===== src/rtl/multiples_fifo_ctrl.sv =====
// multiples_fifo_ctrl
//   Self-managed circular FIFO that sits between the multiples generator
//   (producer) and the multiplier datapath (consumer). It owns its read and
//   write pointers, which wrap modulo DEPTH, so DEPTH does not need to be a
//   power of two. The read side is first-word fall-through.
//
// Parameters
//   WIDTH           data width in bits
//   DEPTH           number of storage entries (2 .. 2**ADDR_WIDTH)
//   ADDR_WIDTH      pointer width
//   ALMOST_FULL_LVL count at or above which almost_full asserts (1 .. DEPTH)
//
// Ports
//   clk          rising-edge clock
//   rst_n        synchronous active-low reset
//   wr_en        push request
//   wr_data      push data
//   rd_en        pop request
//   rd_data      head-of-queue data (0 when empty)
//   empty        count == 0
//   full         count == DEPTH
//   almost_full  count >= ALMOST_FULL_LVL
//   count        number of stored entries
//   overflow     one-cycle pulse after a rejected push
//   underflow    one-cycle pulse after a rejected pop
//   peek_offset  (MULTIPLES_FIFO_PEEK_EN only) offset from the head
//   peek_data    (MULTIPLES_FIFO_PEEK_EN only) entry at head+offset, 0 if
//                the offset is not below count
//
// Optional feature macro: MULTIPLES_FIFO_PEEK_EN adds the peek port pair.
module multiples_fifo_ctrl #(
   parameter int WIDTH           = 3,
   parameter int DEPTH           = 10,
   parameter int ADDR_WIDTH      = 4,
   parameter int ALMOST_FULL_LVL = 8
) (
   input  logic                  clk,
   input  logic                  rst_n,
   input  logic                  wr_en,
   input  logic [WIDTH-1:0]      wr_data,
   input  logic                  rd_en,
   output logic [WIDTH-1:0]      rd_data,
   output logic                  empty,
   output logic                  full,
   output logic                  almost_full,
   output logic [ADDR_WIDTH:0]   count,
   output logic                  overflow,
`ifdef MULTIPLES_FIFO_PEEK_EN
   output logic                  underflow,
   input  logic [ADDR_WIDTH-1:0] peek_offset,
   output logic [WIDTH-1:0]      peek_data
`else
   output logic                  underflow
`endif
);

   localparam logic [ADDR_WIDTH:0]   DEPTH_CNT = (ADDR_WIDTH+1)'(DEPTH);
   localparam logic [ADDR_WIDTH:0]   AF_CNT    = (ADDR_WIDTH+1)'(ALMOST_FULL_LVL);
   localparam logic [ADDR_WIDTH-1:0] LAST_PTR  = ADDR_WIDTH'(DEPTH-1);

   logic [WIDTH-1:0]      mem [DEPTH];
   logic [ADDR_WIDTH-1:0] wr_ptr, rd_ptr;
   logic                  push_ok, pop_ok;

   // Explicit wrap at DEPTH-1; binary rollover would be wrong for
   // non-power-of-two depths.
   function automatic logic [ADDR_WIDTH-1:0] ptr_inc(input logic [ADDR_WIDTH-1:0] p);
      return (p == LAST_PTR) ? '0 : p + 1'b1;
   endfunction

   assign empty       = (count == '0);
   assign full        = (count == DEPTH_CNT);
   assign almost_full = (count >= AF_CNT);

   // A full FIFO can still take a push when the same cycle frees a slot.
   assign pop_ok  = rd_en & ~empty;
   assign push_ok = wr_en & (~full | pop_ok);

   assign rd_data = empty ? '0 : mem[rd_ptr];

   // Storage is deliberately not reset.
   always_ff @(posedge clk) begin
      if (rst_n && push_ok) mem[wr_ptr] <= wr_data;
   end

   always_ff @(posedge clk) begin
      if (!rst_n) begin
         wr_ptr    <= '0;
         rd_ptr    <= '0;
         count     <= '0;
         overflow  <= 1'b0;
         underflow <= 1'b0;
      end else begin
         if (push_ok) wr_ptr <= ptr_inc(wr_ptr);
         if (pop_ok)  rd_ptr <= ptr_inc(rd_ptr);
         case ({push_ok, pop_ok})
            2'b10:   count <= count + 1'b1;
            2'b01:   count <= count - 1'b1;
            default: count <= count;
         endcase
         overflow  <= wr_en & ~push_ok;
         underflow <= rd_en & ~pop_ok;
      end
   end

`ifdef MULTIPLES_FIFO_PEEK_EN
   // One extra bit holds rd_ptr + offset without loss; a single conditional
   // subtract covers every in-range offset since both terms are < DEPTH.
   logic [ADDR_WIDTH:0]   peek_sum;
   logic [ADDR_WIDTH-1:0] peek_idx;

   always_comb begin
      peek_sum = {1'b0, rd_ptr} + {1'b0, peek_offset};
      if (peek_sum >= DEPTH_CNT) peek_sum = peek_sum - DEPTH_CNT;
      peek_idx = peek_sum[ADDR_WIDTH-1:0];
   end

   assign peek_data = ({1'b0, peek_offset} >= count) ? '0 : mem[peek_idx];
`endif

endmodule


===== config.mk =====
export PLATFORM = sky130hd
export DESIGN_NAME = multiples_fifo_ctrl
export DESIGN_NICKNAME = d
export VERILOG_FILES = /design/src/rtl/multiples_fifo_ctrl.sv
export SDC_FILE = /design/constraint.sdc
export NUM_CORES = 1
export LEC_CHECK = 0
export CORE_ASPECT_RATIO = 0.9
export CORE_UTILIZATION = 53
export CTS_BUF_LIST = sky130_fd_sc_hd__clkbuf_4 sky130_fd_sc_hd__clkbuf_8
export CTS_CLUSTER_SIZE = 16
export DETAILED_ROUTE_END_ITERATION = 8
export GPL_TIMING_DRIVEN = 0
export PLACE_DENSITY = 0.77
export SLEW_MARGIN = 10
export SYNTH_ARGS = -nofsm -noshare
export SYNTH_HDL_FRONTEND = slang
export SYNTH_SLANG_ARGS = --single-unit

===== constraint.sdc =====
create_clock -name clk -period 2.4 [get_ports clk]
set_input_delay 0.48 -clock clk [delete_from_list [all_inputs] [get_ports clk]]
set_output_delay 0.48 -clock clk [all_outputs]
set_load 0.005 [all_outputs]

# Word-level counts from Yosys, hierarchy flattened
# Memories as Yosys holds them, arrays and structs flattened. A register that Yosys moved wholly into a read port is not among the register bits.
# Cells that the tools add are included.
word_totals:
  memories: 1
  reg_bits: 15
  output_inout_bits: 13
  word_cells: 36
  in_bits: 7
  ramBits: 30
classes:
  n_reduce_logical: 3
  n_eq_ne: 5
  order_cmp: 1
  n_bitwise: 9
  addsub: 4
  n_mux: 8
mem_list:
  columns: ["memory", "depth", "width", "read_ports", "rd_ports_with_merged_regs", "wr", "line", "source"]
  rows:
  - ["mem", 10, 3, 1, 1, 1, "61", "logic [WIDTH-1:0] mem [DEPTH];"]
op_table:
  columns: ["op", "n"]
  rows:
  - ["4-bit 2-to-1 mux", 4]
  - ["5-bit one-hot mux with 2 select lines", 1]
  - ["4-bit by 1-bit adder with 4-bit output (second input constant)", 2]
  - ["4-bit == test (second input constant)", 2]
  - ["5-bit by 1-bit adder with 5-bit output (second input constant)", 1]
  - ["5-bit by 4-bit == test with 1-bit output (second input constant)", 1]
  - ["5-bit by 4-bit greater-or-equal comparator with 1-bit output (second input constant)", 1]
  - ["5-bit logical NOT", 1]
  - ["5-bit by 1-bit subtractor with 5-bit output (second input constant)", 1]
  - ["1-bit bitwise AND", 4]
  - ["1-bit NOT", 4]
  - ["3-bit 2-to-1 mux", 1]
  - ["2-bit by 1-bit == test with 1-bit output (second input constant)", 1]
  - ["2-bit == test (second input constant)", 1]
  - ["1-bit 2-to-1 mux", 2]
  - ["2-bit nonzero test", 1]
  - ["1-bit logical AND", 1]
  - ["1-bit bitwise OR", 1]

# Longest topological paths before layout
logic_depth:
  word_depth: 8
  mapped_depth: 10

# Least setup slack after synthesis
# Ideal clock, no wire load.
synth_path:
  path_type: "reg2reg"
  from: "register count[4]"
  to: "register count[4]"
  stages_incl_launch_ff: 11
  t_arrival_ns: 2.308
  path_buffers: 1
  slack_ns: 0.028
  synth_period_minus_slack_ns: 2.372
  required_time_ns: 2.336
  path_cell_list: "dfxtp_1 or3_1 buf_6 o21ai_4 or2_2 inv_1 ha_1 nand2b_1 a21oi_1 or4b_1 nand4_1"
synth_via:
  elab_chain_len: 7
  elab_cells_between_ends: 13
synth_lines:
  columns: ["element", "line", "source"]
  rows:
  - ["start, declared", "46", "output logic [ADDR_WIDTH:0] count,"]
  - ["start signal, assigned", "97", "2'b10: count <= count + 1'b1;"]
  - ["start signal, assigned", "98", "2'b01: count <= count - 1'b1;"]
  - ["start signal, assigned", "99", "default: count <= count;"]
  - ["5-bit logical NOT", "71", "assign empty = (count == '0);"]
  - ["1-bit NOT", "76", "assign pop_ok = rd_en & ~empty;"]
  - ["1-bit bitwise AND", "76", null]
  - ["1-bit bitwise OR", "77", "assign push_ok = wr_en & (~full | pop_ok);"]
  - ["1-bit bitwise AND", "77", null]
  - ["2-bit by 1-bit == test with 1-bit output or 2-bit == test (tied branches)", "96", "case ({push_ok, pop_ok})"]
  - ["5-bit one-hot mux with 2 select lines or 2-bit nonzero test (tied branches)", null, null]
# Parallel ways exist; a longest one is shown, timed or not.
# A chain may end at the register's enable or synchronous reset.

# Final worst setup path
# Same ends and word-level chain as after synthesis.

==> impl_results.md <==
* Final Non-Filler Cells at 251
* Post-Syn Nets at 184
* Cts hold-fix bufs at 0
* Area Overhead vs Synth at 19.8%
* Synthesized area at 0.00222 sq mm
* Max Cap Viol at 0
* Fin Hold WS at 0.528 ns
* Worst vdd ir at 0.507 mV
* Port Buf Inserts at 18
* Placed cells at 237
* PwrDens at 931 mW/mm^2
* Total wire length at 4300 um
* Required time worst endpoint at 2.64 ns
* CORE AREA at 0.00386 sq mm
* Initial antenna violation count at 0
* Largest net degree at the start of global routing at 18
* Final Max Tran Viols at 0
* Clk root buf: clkbuf_8
* TritonCTS Sinks at 49
* Crit start category: register
* Worst slew margin at 52.8%
* YS warnings at 0
* Hold Path Class: reg2reg
* IO Pins at 20
* DP Area at 0.00246 sq mm
* Final Hold Fails at 0
* Clock buffer count from CTS at 5
* Row count at 21
* Total Nets Final at 215
* CP arrival at 2.62 ns
* DRC viols at 0
* Clock skew at 0.0116 ns
* Syn avg cell area at 12.8 sq um
* Vias/cell at 5.88
* Ant diodes at 0
* H-tree levels at 2
* First-pass GRT wire length at 7300 um
* DIE WIDTH at 70.2 um
* Router iterations before antenna repair at 4
* Final Util at 68.9%
* Total GRT Usage at 21.7%
* Peak Freq at 421 MHz
* Finish-stage setup viols at 0
* DR vias at 1,477
* Synth cell types at 44
* Syn Inst Count at 173
* Status: completed
* Critical path type: reg2reg
* Tightest Pin Transition at 0.702 ns
* Vias in the first global route at 1,473
* Post-synthesis sequential area ratio at 57.7%
* Cell area after layout at 0.00266 sq mm
* Routability cong. at 0.798
* Design Power at 2.48 mW
* Clock Path Buffers at 2
* CTS tree: yes
* Die H at 63.4 um
* Crit Path Max Fanout at 9
* RSZ-0062 raised after global routing: yes
* Die Area at 0.00445 sq mm
* Starting density of the core at 57.5%
* Worst-path clk slew at 0.09 ns
* Hpwl dp at 3080 um
* Grt ovf at 0
* Fin crit period at 2.38 ns
* Share of cells above drive strength 1 at 23.4%
* Initial DRC count at 77
* Worst setup EP type: register
* Wire length per cell at 17.1 um
* Antenna viol nets, final at 0
* Synth Register Bits at 49
* Clock Latency Late Sink at 0.31 ns
* Static leakage at 0.925 nW
* Final period utilization at 99.0%
[worst max-delay path: stages (launching register included)]
cell and delay, ns:
dfxtp_2 0.36, or3_4 0.39, buf_6 0.16, o21ai_4 0.15, or2_4 0.15, inv_2 0.06
ha_4 0.23, nand2b_1 0.12, a21oi_1 0.11, or4b_1 0.48, nand4_1 0.10
[report_power, final]
part	internal, mW	switching, mW
registers	0.960	0.0785
clock network	0.211	0.283
logic	0.527	0.418
[cell usage in the layout, fill, tap and decap left out, drive strengths merged, types with 2 or more instances in the layout]
cell            n
buf             8
edfxtp         30
inv             7
or2             3
nor2           12
clkdlybuf4s50  13
a21boi          2
ha              3
or4b            2
nand4b          3
and2            3
dfxtp          19
nand4           2
a21oi           5
o2111ai         3
o21ai           4
nand2b          5
mux4            6
nand2          14
nand3           2
clkbuf         13
a211oi          6
nor2b           5
nor3            4
or3             3
o211ai          2
and3            2
xnor2           3
mux2i           8
[flip-flops by register name, indices dropped and copies added (netlist names), named ones only]
register / cells
underflow: 1
count: 5
overflow: 1
rd_ptr: 4
mem: 30
wr_ptr: 4
[routing by layer]
layer	wire length, um	GRT usage [%]
met1	2040	30.2
met2	2010	33.0
met3	174	4.48
met4	74	9.50
met5	0	0
[worst paths after layout]
kind / from / end / slack (ns) / cells past startpoint
worst max-delay path: count[4]$_SDFFE_PN0P_ / count[4]$_SDFFE_PN0P_ / 0.02 / 10
worst min-delay path: count[0]$_SDFFE_PN0P_ / count[0]$_SDFFE_PN0P_ / 0.53 / 2
worst min register to register: count[0]$_SDFFE_PN0P_ / count[0]$_SDFFE_PN0P_ / 0.53 / 2
worst max register to register: count[4]$_SDFFE_PN0P_ / count[4]$_SDFFE_PN0P_ / 0.02 / 10
[layout make-up]
type                    instances  area [sq um]
inverters                       5          18.8
repair buffers                 24           224
clock buffers                   5          68.8
fillers                       273          1200
well taps                      46          57.6
plain buffers                   7          41.3
clock inverters                 3          23.8
multi-input cells             112           943
flip-flops and latches         49          1280
[logic make-up after synthesis]
group | count (synthesis) | synth area share (%)
buf+inv | 12 | 2.42
simple gates | 64 | 16.4
xor+xnor | 3 | 1.18
fa+ha+maj | 4 | 2.59
mux | 15 | 10.4
flops | 49 | 57.7
compound gates | 26 | 9.35
[per-stage QoR]
stage	worst slack [ns]	setup TNS, ns
final	0.0250	0
after CTS	0.00658	0
after global routing	-0.0442	-0.0442
after floorplan	0.0276	0
after global placement	-0.402	-6.12
after detailed placement	-0.481	-7.88
[synthesized netlist by cell type]
library cell	number	area, sq um
edfxtp_1	30	901
dfxtp_1	19	380
nand2_1	14	52.6
nor2_1	12	45.0
mux2i_1	8	80.1
a211oi_1	6	45.0
mux4_2	6	135
a21oi_1	5	25.0
clkbuf_1	5	18.8
inv_1	5	18.8
nand2b_1	5	31.3
nor2b_1	5	31.3
and2_1	3	18.8
ha_1	3	37.5
nand4b_1	3	26.3
o2111ai_1	3	26.3
or2_2	3	18.8
or3_1	3	18.8
xnor2_1	3	26.3
and3_1	2	12.5
nand3_1	2	10.0
nand4_1	2	12.5
nor3_1	2	10.0
nor3_2	2	20.0
o21ai_0	2	10.0
o21ai_4	2	32.5
a21boi_0	1	7.51
a21boi_1	1	7.51
a21o_1	1	7.51
a311o_1	1	10.0
and2b_1	1	7.51
buf_2	1	5.00
buf_6	1	11.3
fa_1	1	20.0
mux2_4	1	15.0
nand3b_1	1	7.51
nor4_1	1	6.26
o211ai_1	1	7.51
o211ai_2	1	12.5
o21ba_2	1	10.0
o22ai_1	1	6.26
or4_4	1	11.3
or4b_1	1	10.0
or4b_4	1	13.8
[timing repair]
action	CTS	global route
resized for setup	19	7
pin swaps	5	3
setup buffers	5	1
endpoints found under the setup margin	5	7
No activity file was read; power rests on OpenSTA's default activity.
